===== src/rtl/bkm_tb_pkg.sv =====
// Shared types and helpers for the BKM data-step stimulus driver and golden model:
// FSM encoding, digit codes, LFSR polynomial and the digit decoder.
package bkm_tb_pkg;

  typedef enum logic [1:0] {
    S_IDLE  = 2'd0,
    S_RUN   = 2'd1,
    S_DRAIN = 2'd2,
    S_DONE  = 2'd3
  } drv_state_e;

  localparam logic [1:0] D_ZERO = 2'b00;
  localparam logic [1:0] D_POS  = 2'b01;
  localparam logic [1:0] D_NEG  = 2'b11;

  // Right-shifting Galois form of x^64+x^63+x^61+x^60+1
  localparam logic [63:0] LFSR_POLY = 64'hD800_0000_0000_0000;

  function automatic logic [1:0] digit_decode(input logic [1:0] code);
    case (code)
      2'b01:   return D_POS;
      2'b11:   return D_NEG;
      default: return D_ZERO;
    endcase
  endfunction

  function automatic logic [63:0] lfsr_step(input logic [63:0] s);
    return s[0] ? ((s >> 1) ^ LFSR_POLY) : (s >> 1);
  endfunction

endpackage


===== src/rtl/bkm_data_step_model.sv =====
// Combinational BKM E-mode step golden model, modulo 2^W:
// X' = X + dx*(X>>>n) - dy*(Y>>>n), Y' = Y + dx*(Y>>>n) + dy*(X>>>n).
module bkm_data_step_model import bkm_tb_pkg::*; #(
  parameter int W = 64
) (
  input  logic [W-1:0]         X_n,
  input  logic [W-1:0]         Y_n,
  input  logic [1:0]           dx,
  input  logic [1:0]           dy,
  input  logic [$clog2(W)-1:0] n,
  output logic [W-1:0]         X_np1,
  output logic [W-1:0]         Y_np1
);

  logic [W-1:0] sx, sy;

  // Digit product as select/negate/zero; no multiplier
  function automatic logic [W-1:0] dmul(input logic [1:0] d, input logic [W-1:0] v);
    case (d)
      D_POS:   return v;
      D_NEG:   return -v;
      default: return '0;
    endcase
  endfunction

  assign sx = $signed(X_n) >>> n;
  assign sy = $signed(Y_n) >>> n;

  assign X_np1 = X_n + dmul(dx, sx) - dmul(dy, sy);
  assign Y_np1 = Y_n + dmul(dx, sy) + dmul(dy, sx);

endmodule


===== src/rtl/bkm_data_step_driver.sv =====
// LFSR stimulus generator + delayed golden results for the BKM data-step bench.
// Optional stall insertion (LFSR bit 63 in RUN) when BKM_DRV_STALL_EN is defined.
module bkm_data_step_driver import bkm_tb_pkg::*; #(
  parameter int          W     = 64,
  parameter int          LAT   = 1,
  parameter int          N_VEC = 256,
  parameter logic [63:0] SEED  = 64'h1
) (
  input  logic                 clk,
  input  logic                 srst,
  input  logic                 start,
  output logic                 busy,
  output logic                 done,
  output logic [W-1:0]         X_n,
  output logic [W-1:0]         Y_n,
  output logic [1:0]           dx,
  output logic [1:0]           dy,
  output logic [$clog2(W)-1:0] n,
  output logic                 vec_valid,
  output logic [W-1:0]         tb_X_np1,
  output logic [W-1:0]         tb_Y_np1,
  output logic                 chk_enable,
  output logic [31:0]          vec_cnt
);

  localparam int          NW       = $clog2(W);
  localparam logic [63:0] SEED_EFF = (SEED == 64'h0) ? 64'h1 : SEED;

  drv_state_e     state, state_nxt;
  logic [63:0]    lfsr;
  logic [3:0]     drain_cnt;
  logic           last_vec, gen_slot, stall;
  logic [W-1:0]   x_fld, y_rev, x_m, y_m;
  logic [NW-1:0]  n_fld;

  assign last_vec = vec_valid && (vec_cnt == 32'(N_VEC - 1));
  assign gen_slot = ((state == S_IDLE) && start) || ((state == S_RUN) && !last_vec);

`ifdef BKM_DRV_STALL_EN
  assign stall = (state == S_RUN) && lfsr[63];
`else
  assign stall = 1'b0;
`endif

  assign busy = (state == S_RUN) || (state == S_DRAIN);
  assign done = (state == S_DONE);

  assign x_fld = lfsr[W-1:0];
  assign n_fld = NW'(32'(lfsr[5 +: NW]) % 32'(W));

  always_comb begin
    y_rev = '0;
    for (int i = 0; i < W; i++) y_rev[i] = lfsr[W-1-i];
  end

  always_comb begin
    state_nxt = state;
    case (state)
      S_IDLE:  if (start) state_nxt = S_RUN;
      S_RUN:   if (last_vec) state_nxt = (LAT == 0) ? S_DONE : S_DRAIN;
      S_DRAIN: if (drain_cnt == 4'(LAT - 1)) state_nxt = S_DONE;
      S_DONE:  state_nxt = S_IDLE;
      default: state_nxt = S_IDLE;
    endcase
  end

  always_ff @(posedge clk) begin
    if (srst) begin
      state     <= S_IDLE;
      lfsr      <= SEED_EFF;
      drain_cnt <= '0;
      vec_cnt   <= '0;
      vec_valid <= 1'b0;
      X_n       <= '0;
      Y_n       <= '0;
      dx        <= D_ZERO;
      dy        <= D_ZERO;
      n         <= '0;
    end else begin
      state     <= state_nxt;
      drain_cnt <= (state == S_DRAIN) ? drain_cnt + 4'd1 : 4'd0;
      if ((state == S_IDLE) && start)      vec_cnt <= '0;
      else if ((state == S_RUN) && vec_valid) vec_cnt <= vec_cnt + 32'd1;
      if (gen_slot) begin
        // A stall slot still consumes an LFSR state; operands hold
        lfsr      <= lfsr_step(lfsr);
        vec_valid <= !stall;
        if (!stall) begin
          X_n <= x_fld;
          Y_n <= y_rev;
          dx  <= digit_decode(lfsr[1:0]);
          dy  <= digit_decode(lfsr[3:2]);
          n   <= n_fld;
        end
      end else begin
        vec_valid <= 1'b0;
        if (!(state_nxt inside {S_RUN, S_DRAIN})) begin
          X_n <= '0;
          Y_n <= '0;
          dx  <= D_ZERO;
          dy  <= D_ZERO;
          n   <= '0;
        end
      end
    end
  end

  bkm_data_step_model #(.W(W)) u_model (
    .X_n   (X_n),
    .Y_n   (Y_n),
    .dx    (dx),
    .dy    (dy),
    .n     (n),
    .X_np1 (x_m),
    .Y_np1 (y_m)
  );

  if (LAT == 0) begin : g_comb
    assign chk_enable = vec_valid;
    assign tb_X_np1   = x_m;
    assign tb_Y_np1   = y_m;
  end else begin : g_pipe
    logic [LAT:1]        vld_pipe;
    logic [LAT:1][W-1:0] x_pipe, y_pipe;

    always_ff @(posedge clk) begin
      if (srst) begin
        vld_pipe <= '0;
        x_pipe   <= '0;
        y_pipe   <= '0;
      end else begin
        vld_pipe[1] <= vec_valid;
        x_pipe[1]   <= x_m;
        y_pipe[1]   <= y_m;
        for (int i = 2; i <= LAT; i++) begin
          vld_pipe[i] <= vld_pipe[i-1];
          x_pipe[i]   <= x_pipe[i-1];
          y_pipe[i]   <= y_pipe[i-1];
        end
      end
    end

    assign chk_enable = vld_pipe[LAT];
    assign tb_X_np1   = x_pipe[LAT];
    assign tb_Y_np1   = y_pipe[LAT];
  end

endmodule


===== config.mk =====
export PLATFORM = sky130hd
export DESIGN_NAME = bkm_data_step_driver
export DESIGN_NICKNAME = d
export VERILOG_FILES = /design/src/rtl/bkm_tb_pkg.sv /design/src/rtl/bkm_data_step_model.sv /design/src/rtl/bkm_data_step_driver.sv
export SDC_FILE = /design/constraint.sdc
export NUM_CORES = 2
export LEC_CHECK = 0
export BUFFER_PORTS_ARGS = -buffer_cell sky130_fd_sc_hd__buf_4
export CELL_PAD_IN_SITES_DETAIL_PLACEMENT = 0
export CELL_PAD_IN_SITES_GLOBAL_PLACEMENT = 1
export CORE_ASPECT_RATIO = 1.4
export CORE_MARGIN = 10
export CORE_UTILIZATION = 35
export CTS_CLUSTER_DIAMETER = 80
export CTS_CLUSTER_SIZE = 14
export DETAILED_ROUTE_END_ITERATION = 6
export HOLD_SLACK_MARGIN = 0.02
export PLACE_DENSITY_LB_ADDON = 0.2
export REMOVE_ABC_BUFFERS = 1
export SYNTH_ARGS = -nofsm -noshare
export SYNTH_HDL_FRONTEND = slang
export SYNTH_SLANG_ARGS = --single-unit

===== constraint.sdc =====
create_clock -name clk -period 20.7 [get_ports clk]
set_clock_uncertainty 0.15 [all_clocks]
set_input_delay 4.14 -clock clk [delete_from_list [all_inputs] [get_ports clk]]
set_output_delay 4.14 -clock clk [all_outputs]
set_load 0.03 [all_outputs]

-- Word-level counts from Yosys, hierarchy flattened
Index checks and enable logic that the tools add are counted.
- equality and inequality tests: 15
- reduce and logical (&&, ||, !) cells: 12
- add/sub/neg operators: 8
- shift-type cells: 2
- muxes and demuxes: 20
- bitwise gates (word level): 2
- operator list (operator ; count):
    case mux 64 bit (2 select lines) ; 4
    two-way mux 64 bit ; 4
    adder 64 bit ; 3
    negation 64 bit ; 2
    >>> shifter 64 x 6 -> 64 bit ; 2
    subtractor 64 bit ; 1
    adder 32 x 1 -> 32 bit (second input constant) ; 1
    equality test 32 x 8 -> 1 bit (second input constant) ; 1
    equality test 2 bit (second input constant) ; 7
    equality test 2 x 1 -> 1 bit (second input constant) ; 6
    two-way mux 2 bit ; 6
    two-way mux 6 bit ; 2
    case mux 2 bit (2 select lines) ; 2
    case mux 2 bit (4 select lines) ; 1
    adder 4 x 1 -> 4 bit (second input constant) ; 1
    logical AND 1 bit ; 4
    zero test 4 bit ; 1
    inverter 3 -> 4 bit ; 1
    OR reduction 2 bit ; 2
    zero test 2 bit ; 1
    logical OR 1 bit ; 2
    inequality test 2 bit (second input constant) ; 1
    nonzero test 2 bit ; 1
    zero test 1 bit ; 1
    other kinds (2) ; 2
- output and inout port bits: 302
- register bits: 370
- word-level logic and storage cells: 72

-- Depth between registers and ports, before layout
- depth after elaboration: 8
- depth in mapped cells: 38

-- Modules after synthesis
From an unflattened synthesis, not the netlist that was laid out.
- cell total of the unflattened synthesis: 4816
- area total of the unflattened synthesis: 39106.3 µm²
- modules (own cells, without submodules) (module ; sequential area each (µm²) ; instances ; area each (µm²) ; cells an instance):
    bkm_data_step_model ; 0.0 ; 1 ; 28951.5 ; 3828
    bkm_data_step_driver ; 6005.8 ; 1 ; 10154.7 ; 988

-- Worst setup path after synthesis
No wires, ideal clock.
- path type: flip-flop to flip-flop
- start point: reg X_n[10]
- end point: reg g_pipe.x_pipe (netlist bit tb_X_np1[62])
- slack: 12.141 ns
- cell stages (with the launch flop): 32
- library setup time: 0.134 ns
- arrival: 8.275 ns
- buffers on the path: 8
- period minus slack after synthesis: 8.559 ns
- path through: dfxtp_1 > inv_1 > clkbuf_1 > buf_2 > buf_2 > buf_1 > clkbuf_1 > clkbuf_1 > buf_1 > mux2_2 > inv_1 > ha_1 > nand4_2 > or4_4 > nand4b_1 > o41ai_1 > xor2_1 > nor2_1 > fa_1 > inv_1 > ha_1 > clkbuf_1 > nand2_1 > nor2_1 > nand3_1 > a2111oi_0 > o311ai_0 > o311ai_0 > nand4_1 > a31oi_1 > nor4b_1 > or4_1
- cells in the longest elaborated chain, start to end: 5
- ends and longest elaborated chain (element ; RTL line ; RTL):
    start: declaration ; bkm_data_step_driver.sv:14 ; output logic [W-1:0] X_n,
    start signal: assignment ; bkm_data_step_driver.sv:89 ; X_n <= x_fld;
    >>> shifter 64 x 6 -> 64 bit ; bkm_data_step_model.sv:26 ; assign sx = $signed(X_n) >>> n;
    negation 64 bit ; bkm_data_step_model.sv:21 ; D_NEG: return -v;
    case mux 64 bit (2 select lines) ; bkm_data_step_model.sv:19 ; case (d)
    adder 64 bit * ; bkm_data_step_model.sv:29 ; assign X_np1 = X_n + dmul(dx, sx) - dmul(dy, sy);
    subtractor 64 bit * ; bkm_data_step_model.sv:29 ;
    end signal: indexed assignment ; bkm_data_step_driver.sv:137 ; x_pipe[i] <= x_pipe[i-1];
    end: declaration ; bkm_data_step_driver.sv:124 ; logic [LAT:1][W-1:0] x_pipe, y_pipe;
Mark *: on every way between the ends. The rest lies on a longest branch, timed or not.
A chain may end at the register's enable or synchronous reset.

-- Worst setup path after layout
- start point: reg X_n[7]
- end point: reg g_pipe.y_pipe (netlist bit tb_Y_np1[61])
- cells in the longest elaborated chain, start to end: 4
- ends and longest elaborated chain (element ; RTL line ; RTL):
    >>> shifter 64 x 6 -> 64 bit * ; bkm_data_step_model.sv:26 ;
    negation 64 bit ; bkm_data_step_model.sv:21 ;
    case mux 64 bit (2 select lines) * ; bkm_data_step_model.sv:19 ;
    adder 64 bit * ; bkm_data_step_model.sv:30 ; assign Y_np1 = Y_n + dmul(dx, sy) + dmul(dy, sx);
    end signal: indexed assignment ; bkm_data_step_driver.sv:138 ; y_pipe[i] <= y_pipe[i-1];
    end: declaration ; bkm_data_step_driver.sv:124 ;
Marks and branches as above.

==> results.py <==
metrics = {
    "power": {
        "vdd_drop_max_v": 0.0000562,
        "power_density_nw_per_um2": 30.3,
        "p_leak_nw": 17.7,
    },
    "global_route": {
        "antenna_found_initial": 6,
        "globalRouteOverflowTotal": 0,
        "grt_start_max_net_pins": 105,
        "grt_usage_pct": 32.2,
        "grt_pass1_vias": 38400,
        "grt_pass1_wl_um": 289000,
    },
    "worst_hold_path": {
        "min_from": "X_n[29]",
        "hold_end": "X_n[29]",
        "hp-class": "reg -> reg",
        "min_path_cells": 2,
    },
    "cts": {
        "postCtsSetupRepairBufs": 0,
        "ctsResizeCount": 0,
        "cts.sinks": 300,
        "cts.clk_slew.worst_paths_ns": 0.07,
        "clk_latency_ns": 0.65,
        "hold_buffers": 0,
        "cts_buffers": 26,
        "cts_root_buffer": "clkbuf_16",
        "htreeDepth": 1,
        "cts_tree": "built",
        "clk_path_buf_depth": 3,
    },
    "run": {
        "cap_violations": 1,
    },
    "timing": {
        "fmax_mhz": 83.8,
        "worst_pin_slew_ns": 1.52,
        "setup_violations": 0,
        "hold_viol_final": 0,
        "maxSlewHeadroom_pct": -3.97,
        "fin_crit_sh_pct": 57.6,
        "maxSlewViolCount": 3,
        "fin_crit_ns": 11.93,
        "setup_tns_ns": 0,
        "rsz0062_at_grt": "no",
    },
    "yosys": {
        "netlist_top_cells_area": "dfxtp_1 16%, mux4_2 11%, fa_1 6.7%",
        "synth_cell_types": 102,
        "synth_area_um2": 38000,
        "synth_flop_cell": "dfxtp_1",
        "ys_seq_elements": 300,
        "netlist_instances": 4818,
        "syn_avg_cell_area_um2": 7.88,
        "synth.top_cell.area_share_pct": 15.8,
        "synth_warnings": 0,
        "synth_sequential_area_ratio_pct": 15.8,
        "synth_largest_area_cell": "dfxtp_1",
        "synth_async_sr_flop_share_pct": 0,
        "synth_edf_count": 0,
    },
    "die": {
        "core-area_um2": 107000,
        "fp.dieH_um": 410,
        "die_area_um2": 122000,
        "die_w_um": 298,
        "rows": 142,
        "io-pin-count": 305,
        "initial_utilization_pct": 35.4,
    },
    "critical_path": {
        "worstReg2RegEnd": "tb_Y_np1[61]",
        "worstSetupPathType": "reg -> reg",
        "required_ns": 21.06,
        "worst_setup_path_end_kind": "flip-flop",
        "worst-path-max-fanout": 38,
        "cp_slowest_stage_delay_ns": 0.79,
        "cp-start-kind": "flip-flop",
        "reg2reg_depth": 27,
        "cp.arrival_ns": 12.29,
        "critPathSlowestCell": "o22ai_1",
        "r2r_start": "X_n[7]",
        "r2r_slack_ns": 8.77,
    },
    "detailed_routing": {
        "dr_total_vias": 38800,
        "drc_errors": 0,
        "drt_first_pass_iters": 6,
        "drtIter0Drc": 4210,
        "ant_nets": 0,
        "viasPerCell": 6.17,
        "routed_wl_um": 205000,
        "wl_per_cell_um": 32.7,
    },
    "finish": {
        "syn_to_final_growth_pct": 9.70,
        "utilization_pct": 38.8,
        "layout_commonest_cell": "nand2_1",
        "drive_above_1_share_pct": 17.4,
        "final_nets": 5104,
        "final_cell_mix": "597 x nand2_1, 456 x nor2_1, 436 x buf_4",
    },
    "placed_design": {
        "dp_hpwl_um": 160000,
        "place_congestion": 1.05,
        "io_buffers": 304,
    },
    "outcome": {
        "violations": "max-capacitance violations, max-slew violations",
        "status": "finished with violations",
    },
}
==> registers in the layout (all words and copies together), names as in the netlist <==
signal	cells
X_n	63
drain_cnt	4
vec_valid	1
tb_Y_np1	64
vec_cnt	32
tb_X_np1	64
chk_enable	1
dx	2
lfsr	64
dy	2
state	2
Y_n	1
==> power breakdown <==
group / internal, mW / total [mW] / switching, mW
clock: 0.228 / 0.466 / 0.238
combinational: 0.0550 / 0.208 / 0.153
sequential: 0.583 / 0.589 / 0.00640
==> final cells by class <==
cell class / instances / area (um^2)
Timing Repair Buffer: 438 / 3310
Clock inverter: 4 / 46.3
Inverter: 258 / 970
Clock buffer: 32 / 673
Fill cell: 11500 / 65600
Antenna cell: 1 / 2.50
Sequential cell: 300 / 6040
Multi-Input combinational cell: 3814 / 28800
Tap cell: 1440 / 1800
==> cells in the mapped netlist, types with 18 or more instances <==
cell type	number
nand2_1	598
nor2_1	459
a21oi_1	388
dfxtp_1	300
inv_1	254
clkbuf_1	246
o21ai_0	197
mux4_2	181
xnor2_1	178
xor2_1	142
ha_1	136
fa_1	127
mux2_2	100
a21o_1	99
mux2i_1	96
buf_4	90
nand3_1	85
and2_1	79
buf_2	75
nor3_1	67
and3_1	66
nand2b_1	56
a31oi_1	44
nor2b_1	37
o31ai_1	37
o22ai_1	35
o21a_1	34
or3_1	33
nand4_1	32
o211ai_1	32
a22oi_1	30
o21bai_1	25
or2_2	23
a211oi_1	22
o21ai_1	20
buf_1	19
nor4_1	18
==> how the worst max path moves through the flow <==
stage	from	end	slack (ns)
2_1_floorplan	X_n[6]	tb_X_np1[62]	3.50
5_1_grt	X_n[6]	tb_Y_np1[61]	8.42
4_1_cts	X_n[8]	tb_Y_np1[61]	8.97
6_report	X_n[7]	tb_Y_np1[61]	8.77
3_5_place_dp	X_n[8]	tb_Y_np1[61]	8.99
3_3_place_gp	X_n[8]	tb_X_np1[62]	9.13
==> stage by stage <==
step | total power [mW] | hold WS [ns] | instances | cell area (um^2) | worst slack (ns)
after floorplan | 0.718 | 0.280 | 4372 | 35700 | 3.50
after global placement | 0.808 | 0.292 | 6250 | 40900 | 9.13
after detailed placement | 0.808 | 0.297 | 6250 | 40900 | 8.99
after CTS | 1.28 | 0.307 | 6286 | 41700 | 8.97
after global routing | 1.32 | 0.324 | 6286 | 41700 | 8.42
final | 1.26 | 0.304 | 6287 | 41700 | 8.77
==> worst max-delay path, delay by kind of cell, from the launching register on <==
family,cells,cell delay (ns)
XOR/XNOR,2,0.30
AND/OR/NAND/NOR,8,3.55
multiplexers,2,0.92
AO/OA/AOI/OAI,11,4.05
flip-flops,1,0.72
adder cells (fa/ha/maj),2,0.87
buffers and inverters,2,1.11
==> layer usage <==
| layer | up-vias | share of wire [%] | GRT usage [%] |
|---|---|---|---|
| li1 | 17100 | - | - |
| met2 | 2030 | 45 | 51.9 |
| met1 | 19100 | 38 | 38.4 |
| met5 | - | 0.011 | 0 |
| met3 | 578 | 7.6 | 5.47 |
| met4 | 4 | 8.7 | 23.2 |
==> cell families (layout without fill, tap and decap cells) <==
family          Yosys count  count (layout)  share of synthesized area (%)
xor+xnor                320             320                           7.38
flops                   300             300                           15.8
mux                     381             381                           16.4
fa+ha+maj               263             263                           11.2
compound gates         1200            1200                           20.6
other cells               0               1                              0
buf+inv                 704             732                           8.42
simple gates           1650            1650                           20.3
Power figures use the tool's default switching activity.
